[config.mk]
export PLATFORM = sky130hd
export DESIGN_NAME = uart_rx_edge_bit_timer
export DESIGN_NICKNAME = d
export VERILOG_FILES = /design/src/rtl/uart_rx_pkg.sv /design/src/rtl/uart_sample_window.sv /design/src/rtl/uart_rx_edge_bit_timer.sv
export SDC_FILE = /design/constraint.sdc
export NUM_CORES = 1
export LEC_CHECK = 0
export BUFFER_PORTS_ARGS = -buffer_cell sky130_fd_sc_hd__buf_2
export CORE_ASPECT_RATIO = 1.75
export CORE_MARGIN = 1
export CORE_UTILIZATION = 54
export DETAILED_ROUTE_END_ITERATION = 7
export PLACE_DENSITY = 0.8
export RECOVER_POWER = 25
export SETUP_SLACK_MARGIN = 0.5
export SKIP_LAST_GASP = 1
export SLEW_MARGIN = 20
export SYNTH_ARGS = -nofsm -noshare
export SYNTH_HDL_FRONTEND = slang
export SYNTH_SLANG_ARGS = --single-unit
[constraint.sdc]
create_clock -name CLK -period 4 [get_ports CLK]
set_clock_uncertainty 0.1 [all_clocks]
set_input_delay 0.2 -clock CLK [delete_from_list [all_inputs] [get_ports CLK]]
set_output_delay 0.2 -clock CLK [all_outputs]
set_load 0.01 [all_outputs]
[src/rtl/uart_rx_pkg.sv]
// Shared definitions for the UART receiver: FSM state encoding, minimum legal
// configuration, and the placement of the three-edge majority-vote window.
package uart_rx_pkg;

  localparam int MIN_PRESCALE   = 4;
  localparam int MIN_FRAME_BITS = 2;

  // Window spans mid-SAMPLE_PRE .. mid+SAMPLE_POST
  localparam int SAMPLE_PRE  = 1;
  localparam int SAMPLE_POST = 1;

  typedef enum logic [1:0] {
    IDLE = 2'd0,
    RUN  = 2'd1,
    HOLD = 2'd2,
    ERR  = 2'd3
  } edge_bit_state_t;

endpackage

[src/rtl/uart_sample_window.sv]
// Decodes the mid-bit sample window and its index from the latched prescale
// and the current edge count; purely combinational.
module uart_sample_window #(
  parameter int PRESCALE_W = 6
) (
  input  logic                  i_run,
  input  logic [PRESCALE_W-1:0] i_ps_q,
  input  logic [PRESCALE_W-1:0] i_edge_cnt,
  output logic                  o_sample_stb,
  output logic [1:0]            o_sample_idx
);
  import uart_rx_pkg::*;

  // One extra bit so mid+1 never wraps for the largest prescale
  logic [PRESCALE_W:0] w_mid;
  logic [PRESCALE_W:0] w_lo;
  logic [PRESCALE_W:0] w_hi;
  logic [PRESCALE_W:0] w_edge;
  logic [1:0]          w_idx;
  logic                w_in_win;

  assign w_mid    = {1'b0, (i_ps_q >> 1)};
  assign w_lo     = w_mid - (PRESCALE_W+1)'(SAMPLE_PRE);
  assign w_hi     = w_mid + (PRESCALE_W+1)'(SAMPLE_POST);
  assign w_edge   = {1'b0, i_edge_cnt};
  assign w_idx    = 2'(w_edge - w_lo);
  assign w_in_win = i_run && (w_edge >= w_lo) && (w_edge <= w_hi);

  // Window strobe and index, forced to zero outside the window
  always_comb begin
    o_sample_stb = 1'b0;
    o_sample_idx = 2'd0;
    if (w_in_win) begin
      o_sample_stb = 1'b1;
      o_sample_idx = w_idx;
    end else begin
      o_sample_stb = 1'b0;
      o_sample_idx = 2'd0;
    end
  end

endmodule

[src/rtl/uart_rx_edge_bit_timer.sv]
// Bit-timing engine for the UART receiver: counts oversampling edges per bit
// and bits per frame, with configuration captured at frame start.
module uart_rx_edge_bit_timer #(
  parameter int PRESCALE_W = 6,
  parameter int BIT_CNT_W  = 4
) (
  input  logic                  CLK,
  input  logic                  RST,
  input  logic                  enable,
  input  logic [PRESCALE_W-1:0] prescale,
  input  logic [BIT_CNT_W-1:0]  frame_bits,
  output logic [PRESCALE_W-1:0] edge_cnt,
  output logic [BIT_CNT_W-1:0]  bit_cnt,
  output logic                  sample_stb,
  output logic [1:0]            sample_idx,
  output logic                  bit_done,
  output logic                  frame_done,
  output logic                  cfg_err
);
  import uart_rx_pkg::*;

  edge_bit_state_t       r_state, w_state_nxt;
  logic [PRESCALE_W-1:0] r_ps_q, w_ps_nxt;
  logic [BIT_CNT_W-1:0]  r_fb_q, w_fb_nxt;
  logic [PRESCALE_W-1:0] r_edge_cnt, w_edge_nxt;
  logic [BIT_CNT_W-1:0]  r_bit_cnt, w_bit_nxt;
  logic                  r_bit_done, w_bit_done_nxt;
  logic                  r_frame_done, w_frame_done_nxt;
  logic                  r_cfg_err, w_cfg_err_nxt;
  logic                  w_cfg_ok, w_edge_last, w_bit_last;

  assign w_cfg_ok    = (prescale >= PRESCALE_W'(MIN_PRESCALE)) &&
                       (frame_bits >= BIT_CNT_W'(MIN_FRAME_BITS));
  assign w_edge_last = (r_edge_cnt == (r_ps_q - PRESCALE_W'(1)));
  assign w_bit_last  = (r_bit_cnt == (r_fb_q - BIT_CNT_W'(1)));

  // Next-state, config capture, counter and strobe computation
  always_comb begin
    w_state_nxt      = r_state;
    w_ps_nxt         = r_ps_q;
    w_fb_nxt         = r_fb_q;
    w_edge_nxt       = r_edge_cnt;
    w_bit_nxt        = r_bit_cnt;
    w_bit_done_nxt   = 1'b0;
    w_frame_done_nxt = 1'b0;
    w_cfg_err_nxt    = r_cfg_err;
    if (!enable) begin
      w_state_nxt   = IDLE;
      w_edge_nxt    = '0;
      w_bit_nxt     = '0;
      w_cfg_err_nxt = 1'b0;
    end else begin
      case (r_state)
        IDLE: begin
          w_ps_nxt   = prescale;
          w_fb_nxt   = frame_bits;
          w_edge_nxt = '0;
          w_bit_nxt  = '0;
          if (w_cfg_ok) begin
            w_state_nxt = RUN;
          end else begin
            w_state_nxt   = ERR;
            w_cfg_err_nxt = 1'b1;
          end
        end
        RUN: begin
          if (w_edge_last) begin
            w_edge_nxt     = '0;
            w_bit_done_nxt = 1'b1;
            if (w_bit_last) begin
              // Saturate at fb_q so HOLD reports the full frame length
              w_bit_nxt        = r_fb_q;
              w_frame_done_nxt = 1'b1;
              w_state_nxt      = HOLD;
            end else begin
              w_bit_nxt = r_bit_cnt + BIT_CNT_W'(1);
            end
          end else begin
            w_edge_nxt = r_edge_cnt + PRESCALE_W'(1);
          end
        end
        HOLD: begin
          w_state_nxt = HOLD;
        end
        ERR: begin
          w_edge_nxt    = '0;
          w_bit_nxt     = '0;
          w_cfg_err_nxt = 1'b1;
        end
        default: begin
          w_state_nxt = IDLE;
          w_edge_nxt  = '0;
          w_bit_nxt   = '0;
        end
      endcase
    end
  end

  // State, configuration and counter registers
  always_ff @(posedge CLK or negedge RST) begin
    if (!RST) begin
      r_state      <= IDLE;
      r_ps_q       <= '0;
      r_fb_q       <= '0;
      r_edge_cnt   <= '0;
      r_bit_cnt    <= '0;
      r_bit_done   <= 1'b0;
      r_frame_done <= 1'b0;
      r_cfg_err    <= 1'b0;
    end else begin
      r_state      <= w_state_nxt;
      r_ps_q       <= w_ps_nxt;
      r_fb_q       <= w_fb_nxt;
      r_edge_cnt   <= w_edge_nxt;
      r_bit_cnt    <= w_bit_nxt;
      r_bit_done   <= w_bit_done_nxt;
      r_frame_done <= w_frame_done_nxt;
      r_cfg_err    <= w_cfg_err_nxt;
    end
  end

  uart_sample_window #(
    .PRESCALE_W (PRESCALE_W)
  ) u_sample_window (
    .i_run        (r_state == RUN),
    .i_ps_q       (r_ps_q),
    .i_edge_cnt   (r_edge_cnt),
    .o_sample_stb (sample_stb),
    .o_sample_idx (sample_idx)
  );

  assign edge_cnt   = r_edge_cnt;
  assign bit_cnt    = r_bit_cnt;
  assign bit_done   = r_bit_done;
  assign frame_done = r_frame_done;
  assign cfg_err    = r_cfg_err;

endmodule

==> results.json <==
{
  "cts_sinks": 25,
  "fmax_ghz": 0.3184,
  "root_buffer": "clkbuf_8",
  "grt_pass1_vias": 1580,
  "drc": 0,
  "max_stage_delay_ns": 0.52,
  "drt-total-wl_um": 4337,
  "cts_tree": "done",
  "worst_setup_path_end_kind": "primary output",
  "die_h_um": 82.75,
  "clk_latency_ns": 0.27,
  "grt_pass1_wl_um": 6817,
  "worst_hold_slack_ns": 0.05983,
  "core_sq_um": 3592,
  "initial_core_util_pct": 56.01,
  "wire_per_inst_um": 15.27,
  "drive_gt1_share_pct": 19.75,
  "fin_setup_tns_ns": 0,
  "crit_type": "reg -> out",
  "syn_nets": 249,
  "gp_congestion": 0.8372,
  "hp-class": "in -> reg",
  "dr.pass1.iters": 4,
  "ys_top_cells_by_count": "dfrtp_1 (25), ha_1 (23), nand2_1 (14)",
  "dieArea_sq_um": 3983,
  "synth.distinct_cells": 46,
  "synth_ff_type": "dfrtp_1",
  "initialDrtViolationCount": 35,
  "crit_path_max_fanout": 11,
  "rows": 29,
  "period_share_pct": 78.52,
  "maxCapViolCount": 0,
  "io_pins": 29,
  "peakVddDrop_v": 0.0004001,
  "synthToLayoutAreaGrowth_pct": 10.82,
  "power_density_nw_per_um2": 610.0,
  "maxSlewHeadroom_pct": 7.946,
  "ys_seq_elements": 25,
  "post-cts-setup-buffers": 0,
  "status": "complete, no violations",
  "yosys_warnings": 0,
  "cp_data_required_time_ns": 3.70,
  "rsz0062_at_grt": "no",
  "htree_levels": 1,
  "worstSetupStartpointType": "register",
  "final_hold_viol_count": 0,
  "finalPower_mw": 1.360,
  "cts-buffers-inserted": 3,
  "synth-edff-count": 0,
  "grt.overflow.total": 0,
  "worst_ep_arrival_time_ns": 2.84,
  "diodes": 0,
  "grt_max_degree": 26,
  "clkTransAtPathRegs_ns": 0.09,
  "post-dp-hpwl_um": 3346,
  "synth.area.top_cells": "dfrtp_1 (31%), ha_1 (14%), mux2_2 (5.6%)",
  "synth.most_common_cell": "dfrtp_1",
  "post-route-util_pct": 62.07,
  "slew_viol_final": 0,
  "dieWidth_um": 48.14,
  "fin_cells": 284,
  "grtUsageTotal_pct": 23.86,
  "synth-seq-area-share_pct": 31.09,
  "ant_nets": 0,
  "fin_crit_ns": 3.141,
  "r2r_setup_slack_ns": 1.52,
  "dpl.cell_count": 279,
  "synthDominantCellAreaShare_pct": 31.09,
  "finalNetCount": 275,
  "vias": 1669,
  "synth_area_sq_um": 2012,
  "synthArstFlopShare_pct": 100.0,
  "antenna_found_initial": 0,
  "synthCells": 213,
  "io_buffer_count": 28,
  "setup_violations": 0,
  "worstMarginPinSlew_ns": 1.381,
  "via_per_inst": 5.877,
  "cp_slowest_cell": "dfrtp_1",
  "cts_buffer_depth": 2,
  "path_cells": "or3_1, or3_4, ha_1, and4b_1, and4_4, o311a_1, nor3b_1, buf_2",
  "yosys.area.top_type": "dfrtp_1",
  "avgSynthCellArea_sq_um": 9.446,
  "leakage_nw": 1.038
}
## layer usage
layer	vias up	part of all wire (%)	GRT usage, %
met1	821	38	25.38
met5	-	0	0
li1	815	-	-
met3	4	2.3	1.957
met2	29	59	45.20
met4	0	0.67	8.333
## worst max-delay path: cells and delay by family (launching register included)
family,cells,cell delay [ns]
and+or+nand+nor,5,1.45
buffers and inverters,1,0.16
DFF,1,0.52
AOI/OAI and AO/OA,1,0.17
adders and majority gates,1,0.27
## cell families (layout without fill, tap and decap cells)
logic type      Yosys count  in the layout  share of synthesized area (%)
compound gates           39             39                          13.31
xor+xnor                 20             20                          8.706
mux                      15             15                          8.085
flops                    25             25                          31.09
buf+inv                  22             47                          4.664
fa+ha+maj                23             23                          14.30
simple gates             69             69                          19.84
## worst paths after layout
check / cells past startpoint / startpoint / end
max: 8 / r_ps_q[3] / sample_idx[1]
min: 2 / prescale[0] / r_ps_q[0]
max reg2reg: 8 / r_ps_q[1] / bit_cnt[1]
min reg2reg: 2 / cfg_err / cfg_err
max in group asynchronous: 2 / RST / edge_cnt[2]
min in group asynchronous: 2 / RST / bit_cnt[3]
## repair_timing
action                                 in CTS  in global routing
hold buffers                                1                  0
setup endpoints to repair                   0                  0
gates resized for setup                     0                  0
endpoints found under the hold margin      25                  0
## power by group
group	switching [mW]	internal, mW	leakage, nW
clock network	0.0793	0.0704	0.0217
registers	0.120	0.320	0.323
logic	0.418	0.352	0.693
total	0.617	0.743	1.04
## per-stage QoR
step	instance area (sq um)	setup slack, ns
after floorplan	2012	1.282
after global placement	2172	1.247
after detailed placement	2172	1.150
after CTS	2231	0.8392
after global routing	2230	0.6789
final	2230	0.8593
## final cells by class
type / instances / area [sq um]
Fill cell: 322 / 1363
Multi-Input combinational cell: 166 / 1292
Sequential cell: 25 / 625.6
Timing Repair Buffer: 30 / 156.4
Tap cell: 46 / 57.56
Inverter: 13 / 48.80
Clock buffer: 3 / 41.29
Clock inverter: 1 / 7.507
## sequential cells by signal, summed over array words and instances (netlist names)
signal / cells
edge_cnt: 6
r_fb_q: 4
bit_done: 1
r_state: 2
cfg_err: 1
r_ps_q: 6
frame_done: 1
bit_cnt: 4
## layout by cell type (no fill, tap or decap), drive strengths merged, types with 4 or more instances in the layout
cell,Yosys,layout
nor2,10,10
ha,23,23
nor3,7,7
buf,5,28
nand3,11,11
mux2,10,10
xor2,10,10
nor3b,7,7
inv,13,13
a21oi,11,11
mux2i,5,5
clkbuf,4,4
nand2,14,14
xnor2,10,10
o21ai,6,6
dfrtp,25,25
or3,4,4
Note: power is estimated with default switching activity, not from simulation.
